[src/rtl/accum_requant.sv]
// accum_requant: bias add, rounding arithmetic right shift and signed
// saturation of MAC accumulator values, as a 3-stage valid/ready pipeline
// with a saturation-event counter.
module accum_requant #(
    parameter int ACC_W   = 32,
    parameter int OUT_W   = 16,
    parameter int SHIFT_W = 5
) (
    input  logic               clk,
    input  logic               rst_n,
    input  logic               in_valid,
    output logic               in_ready,
    input  logic [ACC_W-1:0]   acc_in,
    input  logic [OUT_W-1:0]   bias,
    input  logic [SHIFT_W-1:0] shift,
    output logic               out_valid,
    input  logic               out_ready,
    output logic [OUT_W-1:0]   data_out,
    output logic               sat_flag,
    output logic [15:0]        sat_count,
    input  logic               clear_stats
);

    localparam int STAGES = 3;
    localparam int SW     = ACC_W + 1;   // S1 sum width
    localparam int RW     = ACC_W + 2;   // S2 rounding/shift width

    // Saturation bounds, sign-extended to the S2 width.
    localparam logic signed [RW-1:0] MAXV = {{(RW-OUT_W+1){1'b0}}, {(OUT_W-1){1'b1}}};
    localparam logic signed [RW-1:0] MINV = {{(RW-OUT_W+1){1'b1}}, {(OUT_W-1){1'b0}}};
    localparam logic [RW-1:0]        ONE  = {{(RW-1){1'b0}}, 1'b1};

    logic [STAGES:1]      vld_pipe_q;
    logic                 adv;

    logic [SW-1:0]        sum1_d, sum1_q;
    logic [SHIFT_W-1:0]   sh1_q;
    logic [RW-1:0]        rnd;
    logic signed [RW-1:0] r2;
    logic signed [RW-1:0] q2_d, q2_q;
    logic [OUT_W-1:0]     data_d, data_q;
    logic                 sat_d, sat_q;
    logic [15:0]          cnt_d, cnt_q;

    // Whole pipeline moves as one; a stalled output freezes every stage.
    assign adv       = !vld_pipe_q[STAGES] || out_ready;
    assign in_ready  = adv;
    assign out_valid = vld_pipe_q[STAGES];
    assign data_out  = data_q;
    assign sat_flag  = sat_q;
    assign sat_count = cnt_q;

    // Valid bits shift together with the data stages.
    always_ff @(posedge clk or negedge rst_n) begin
        if (!rst_n)   vld_pipe_q <= '0;
        else if (adv) vld_pipe_q <= {vld_pipe_q[STAGES-1:1], in_valid};
    end

    // S1: sign-extended bias add; shift travels with the sample.
    assign sum1_d = {acc_in[ACC_W-1], acc_in} + {{(SW-OUT_W){bias[OUT_W-1]}}, bias};

    // S1 register, loaded only on an accepted sample.
    always_ff @(posedge clk or negedge rst_n) begin
        if (!rst_n) begin
            sum1_q <= '0;
            sh1_q  <= '0;
        end else if (adv && in_valid) begin
            sum1_q <= sum1_d;
            sh1_q  <= shift;
        end
    end

    // S2: add half an LSB of the result, then arithmetic shift (round half up).
    always_comb begin
        rnd = '0;
        if (sh1_q != '0) rnd = ONE << (sh1_q - 1'b1);
        r2   = {sum1_q[SW-1], sum1_q} + rnd;
        q2_d = r2 >>> sh1_q;
    end

    // S2 register.
    always_ff @(posedge clk or negedge rst_n) begin
        if (!rst_n)                      q2_q <= '0;
        else if (adv && vld_pipe_q[1])   q2_q <= q2_d;
    end

    // S3: clip to the signed output range and flag clipping.
    always_comb begin
        data_d = q2_q[OUT_W-1:0];
        sat_d  = 1'b0;
        if (q2_q > MAXV) begin
            data_d = {1'b0, {(OUT_W-1){1'b1}}};
            sat_d  = 1'b1;
        end else if (q2_q < MINV) begin
            data_d = {1'b1, {(OUT_W-1){1'b0}}};
            sat_d  = 1'b1;
        end
    end

    // S3 output register; holds while the consumer stalls.
    always_ff @(posedge clk or negedge rst_n) begin
        if (!rst_n) begin
            data_q <= '0;
            sat_q  <= 1'b0;
        end else if (adv && vld_pipe_q[2]) begin
            data_q <= data_d;
            sat_q  <= sat_d;
        end
    end

    // Clipped-result counter: counts delivered clipped results, sticks at max, clear wins.
    always_comb begin
        cnt_d = cnt_q;
        if (clear_stats)
            cnt_d = '0;
        else if (vld_pipe_q[STAGES] && out_ready && sat_q && cnt_q != 16'hFFFF)
            cnt_d = cnt_q + 16'd1;
    end

    // Counter register.
    always_ff @(posedge clk or negedge rst_n) begin
        if (!rst_n) cnt_q <= '0;
        else        cnt_q <= cnt_d;
    end

endmodule
[config.mk]
export PLATFORM = sky130hd
export DESIGN_NAME = accum_requant
export DESIGN_NICKNAME = d
export VERILOG_FILES = /design/src/rtl/accum_requant.sv
export SDC_FILE = /design/constraint.sdc
export NUM_CORES = 1
export LEC_CHECK = 0
export CAP_MARGIN = 5
export CORE_ASPECT_RATIO = 0.9
export CORE_UTILIZATION = 54
export CTS_BUF_LIST = sky130_fd_sc_hd__clkbuf_4 sky130_fd_sc_hd__clkbuf_8 sky130_fd_sc_hd__clkbuf_16
export DETAILED_ROUTE_END_ITERATION = 16
export PLACE_DENSITY = 0.78
export SETUP_SLACK_MARGIN = 0.02
export SLEW_MARGIN = 15
export SYNTH_ARGS = -nofsm -noshare
export SYNTH_HDL_FRONTEND = slang
export SYNTH_SLANG_ARGS = --single-unit
[constraint.sdc]
create_clock -name clk -period 4.8 [get_ports clk]
set_input_delay 1.44 -clock clk [delete_from_list [all_inputs] [get_ports clk]]
set_output_delay 1.44 -clock clk [all_outputs]
set_load 0.1 [all_outputs]
==> impl_metrics.tcl <==
set metrics [dict create \
    status "completed" \
    drive_gt1_frac 0.0951 \
    synth_cells 1378 \
    first_pass_iters 6 \
    start_util 0.553 \
    die_w_um 150 \
    synth_seq_cells 108 \
    cts_sinks 108 \
    p_sw_w 0.00338 \
    period_minus_slack_ns 4.57 \
    synth_top_area_frac 0.254 \
    syn_to_final_growth_pct 16.2 \
    final_nets 1581 \
    grt-ovfl-total 0 \
    cp_max_fo 28 \
    grt_pass1_wl_um 53200 \
    vdd_drop_max_v 0.000275 \
    clk_latency_ns 0.36 \
    grt_max_degree 63 \
    wirelength_um 32700 \
    grt_usage 0.329 \
    cts.htree.levels 3 \
    critPathMaxStageDelay_ns 0.50 \
    required_ns 5.06 \
    tns_ns 0 \
    cp_top_family "compound AO/OA/AOI/OAI gates" \
    skew_ns 0.00905 \
    maxCapViolCount 0 \
    start_kind "register" \
    critPathKind "reg -> reg" \
    ys_seq_area_frac 0.254 \
    chipHeight_um 135 \
    clockBufferDepth 2 \
    relSlewSlack 0.294 \
    power_w 0.00645 \
    p_sw_frac 0.524 \
    drt_iter0_drc 1305 \
    sequentialPowerShare 0.231 \
    dpl_cell_area_sq_mm 0.0120 \
    fmax_mhz 219 \
    wire_per_inst_um 19.1 \
    hp-class "reg -> reg" \
    cp_data_arrival_time_ns 4.84 \
    worst_pin_slew_ns 1.05 \
    io_pins 93 \
    numCtsBuffers 9 \
    rsz0062_at_grt "yes" \
    crit_chain "buf_4, nor2_1, nand2_1, nor2_1, ha_1, a21oi_1, o21ai_1, a211oi_1, o21bai_1, or2_2, o211ai_1, a211oi_1, o311ai_2, mux2i_1, o31ai_1" \
    synth.area.top_cells "dfrtp_1 (25%), ha_1 (7.6%), nand2_1 (5.7%)" \
    post_cts_buffers 0 \
    core_sq_mm 0.0193 \
    final_cell_area_sq_mm 0.0124 \
    final-setup-viol-count 0 \
    cp-end-kind "register" \
    async_reset_ff_frac 1.00 \
    antenna_found_initial 0 \
    syn_area_per_cell_sq_um 7.74 \
    grt_pass1_vias 10300 \
    cts_tree "done" \
    power_leakage_nw 5.18 \
    clk_pin_slew_worst_paths_ns 0.07 \
    crit_buf_inv 1 \
    yosysUniqueCellTypes 94 \
    dieArea_sq_mm 0.0203 \
    slew_viol_final 0 \
    syn-num-nets 1503 \
    diodes 0 \
    cp_slowest_cell "o311ai_2" \
    synth_flop_cell "dfrtp_1" \
    place_congestion 1.00 \
    root_buffer "clkbuf_16" \
    fill_cells 1728 \
    dpl_worst_slack_ns 0.102 \
    dpl.hpwl_um 25200 \
    clkPwrFrac 0.122 \
    synth_area_leader_cell "dfrtp_1" \
    powerDensity_mw_per_mm2 521 \
    power_frac_comb 0.648 \
    yosys_warnings 0 \
    synth_area_sq_mm 0.0107 \
    hold_violations 0 \
    setup_ws_ns 0.227 \
    drt-vias-per-instance 6.57 \
    fin_crit_sh 0.953 \
    drcViolationCount 0 \
    rows 48 \
    synth-edff-count 0 \
    vias 11200 \
    internal_power_w 0.00307 \
    numPortBuffers 92 \
    ant_nets 0 \
]
## state kept, by name (all words and copies together) (netlist names)
signal	cells
q2_q	34
sat_flag	1
sat_count	16
vld_pipe_q	3
data_out	16
sh1_q	5
sum1_q	33
## Yosys cell counts, drive strengths merged (8+ instances only)
cell and number:
a2111oi 8, a211o 11, a211oi 28, a21o 22
a21oi 102, a31oi 12, and2 16, and3 12
buf 21, clkbuf 59, dfrtp 108, ha 65
inv 23, mux2 15, mux2i 22, nand2 163
nand2b 12, nand3 54, nand4 31, nor2 155
nor2b 13, nor3 28, nor4 14, o211ai 22
o21a 12, o21ai 125, o21bai 10, o221ai 11
or3 14, xnor2 26, xor2 36
## repair_timing
| item | CTS | global route |
|---|---|---|
| setup endpoints to repair | 0 | 11 |
| resized for setup | 0 | 11 |
| hold buffers | 0 | 0 |
## final timing paths
check	from	end	slack (ns)	cells past startpoint
setup / recovery	sh1_q[3]	q2_q[11]	0.23	15
hold / removal	data_out[5]	data_out[5]	0.48	2
setup reg to reg	sh1_q[3]	q2_q[11]	0.23	15
hold reg to reg	data_out[5]	data_out[5]	0.48	2
max in group asynchronous	rst_n	sum1_q[19]	2.91	2
min in group asynchronous	rst_n	data_out[2]	1.13	1
## area by class of cell
class	instances	area, sq um	share of cell area
multi-input combinational	1166	7600	0.613
sequential	108	2710	0.218
timing repair buffer	147	1380	0.111
tap	250	313	0.0253
clock buffer	10	233	0.0188
inverter	24	90.1	0.00727
clock inverter	6	70.1	0.00566
## worst min-delay path, cell delays in order (launching register included)
cell and delay [ns]:
dfrtp_1 0.34, nand2_1 0.04, o21ai_0 0.06
## power groups by stage
stage	clock network, W	registers (W)	logic [W]
finish	0.000786	0.00149	0.00418
global route	0.000833	0.00153	0.00448
CTS	0.000803	0.00148	0.00405
detailed placement	0	0.00150	0.00403
global placement	0	0.00149	0.00400
floorplan	0	0.00200	0.00233
## stage by stage
step	std cells	util	hold WS (ns)
after global routing	1711	0.642	0.504
final	1711	0.642	0.476
after detailed placement	1695	0.624	0.470
after global placement	1695	0.624	0.463
after floorplan	1378	-	0.455
after CTS	1711	0.640	0.487
## placed cells by master, fill, tap and decap left out, types with 36 or more instances in the layout
master	count
clkdlybuf4s50_1	90
ha_1	65
buf_4	53
nor2_1	153
nand2_1	161
dfrtp_1	106
a21oi_1	99
o21ai_0	119
nand3_1	54
xor2_1	36
## logic make-up (layout without fill, tap and decap cells)
| logic type | count (synthesis) | in the layout | share of synthesized area |
|---|---|---|---|
| XOR/XNOR | 62 | 62 | 0.0509 |
| AO/OA/AOI/OAI | 450 | 450 | 0.288 |
| buffers and inverters | 104 | 187 | 0.0383 |
| other | 1 | 1 | 0.000352 |
| multiplexers | 41 | 41 | 0.0453 |
| adder cells (fa/ha/maj) | 67 | 67 | 0.0801 |
| AND/OR/NAND/NOR | 545 | 545 | 0.243 |
| flip-flops | 108 | 108 | 0.254 |
## per-layer routing
metal  up-vias  wire length (um)  track usage
li1       5302                 -            -
met1      5319             14800        0.471
met2       545             14400        0.503
met3        69              2910       0.0623
met4         0               702       0.0892
met5         -                 0            0
Note: power is estimated with default switching activity, not from simulation.
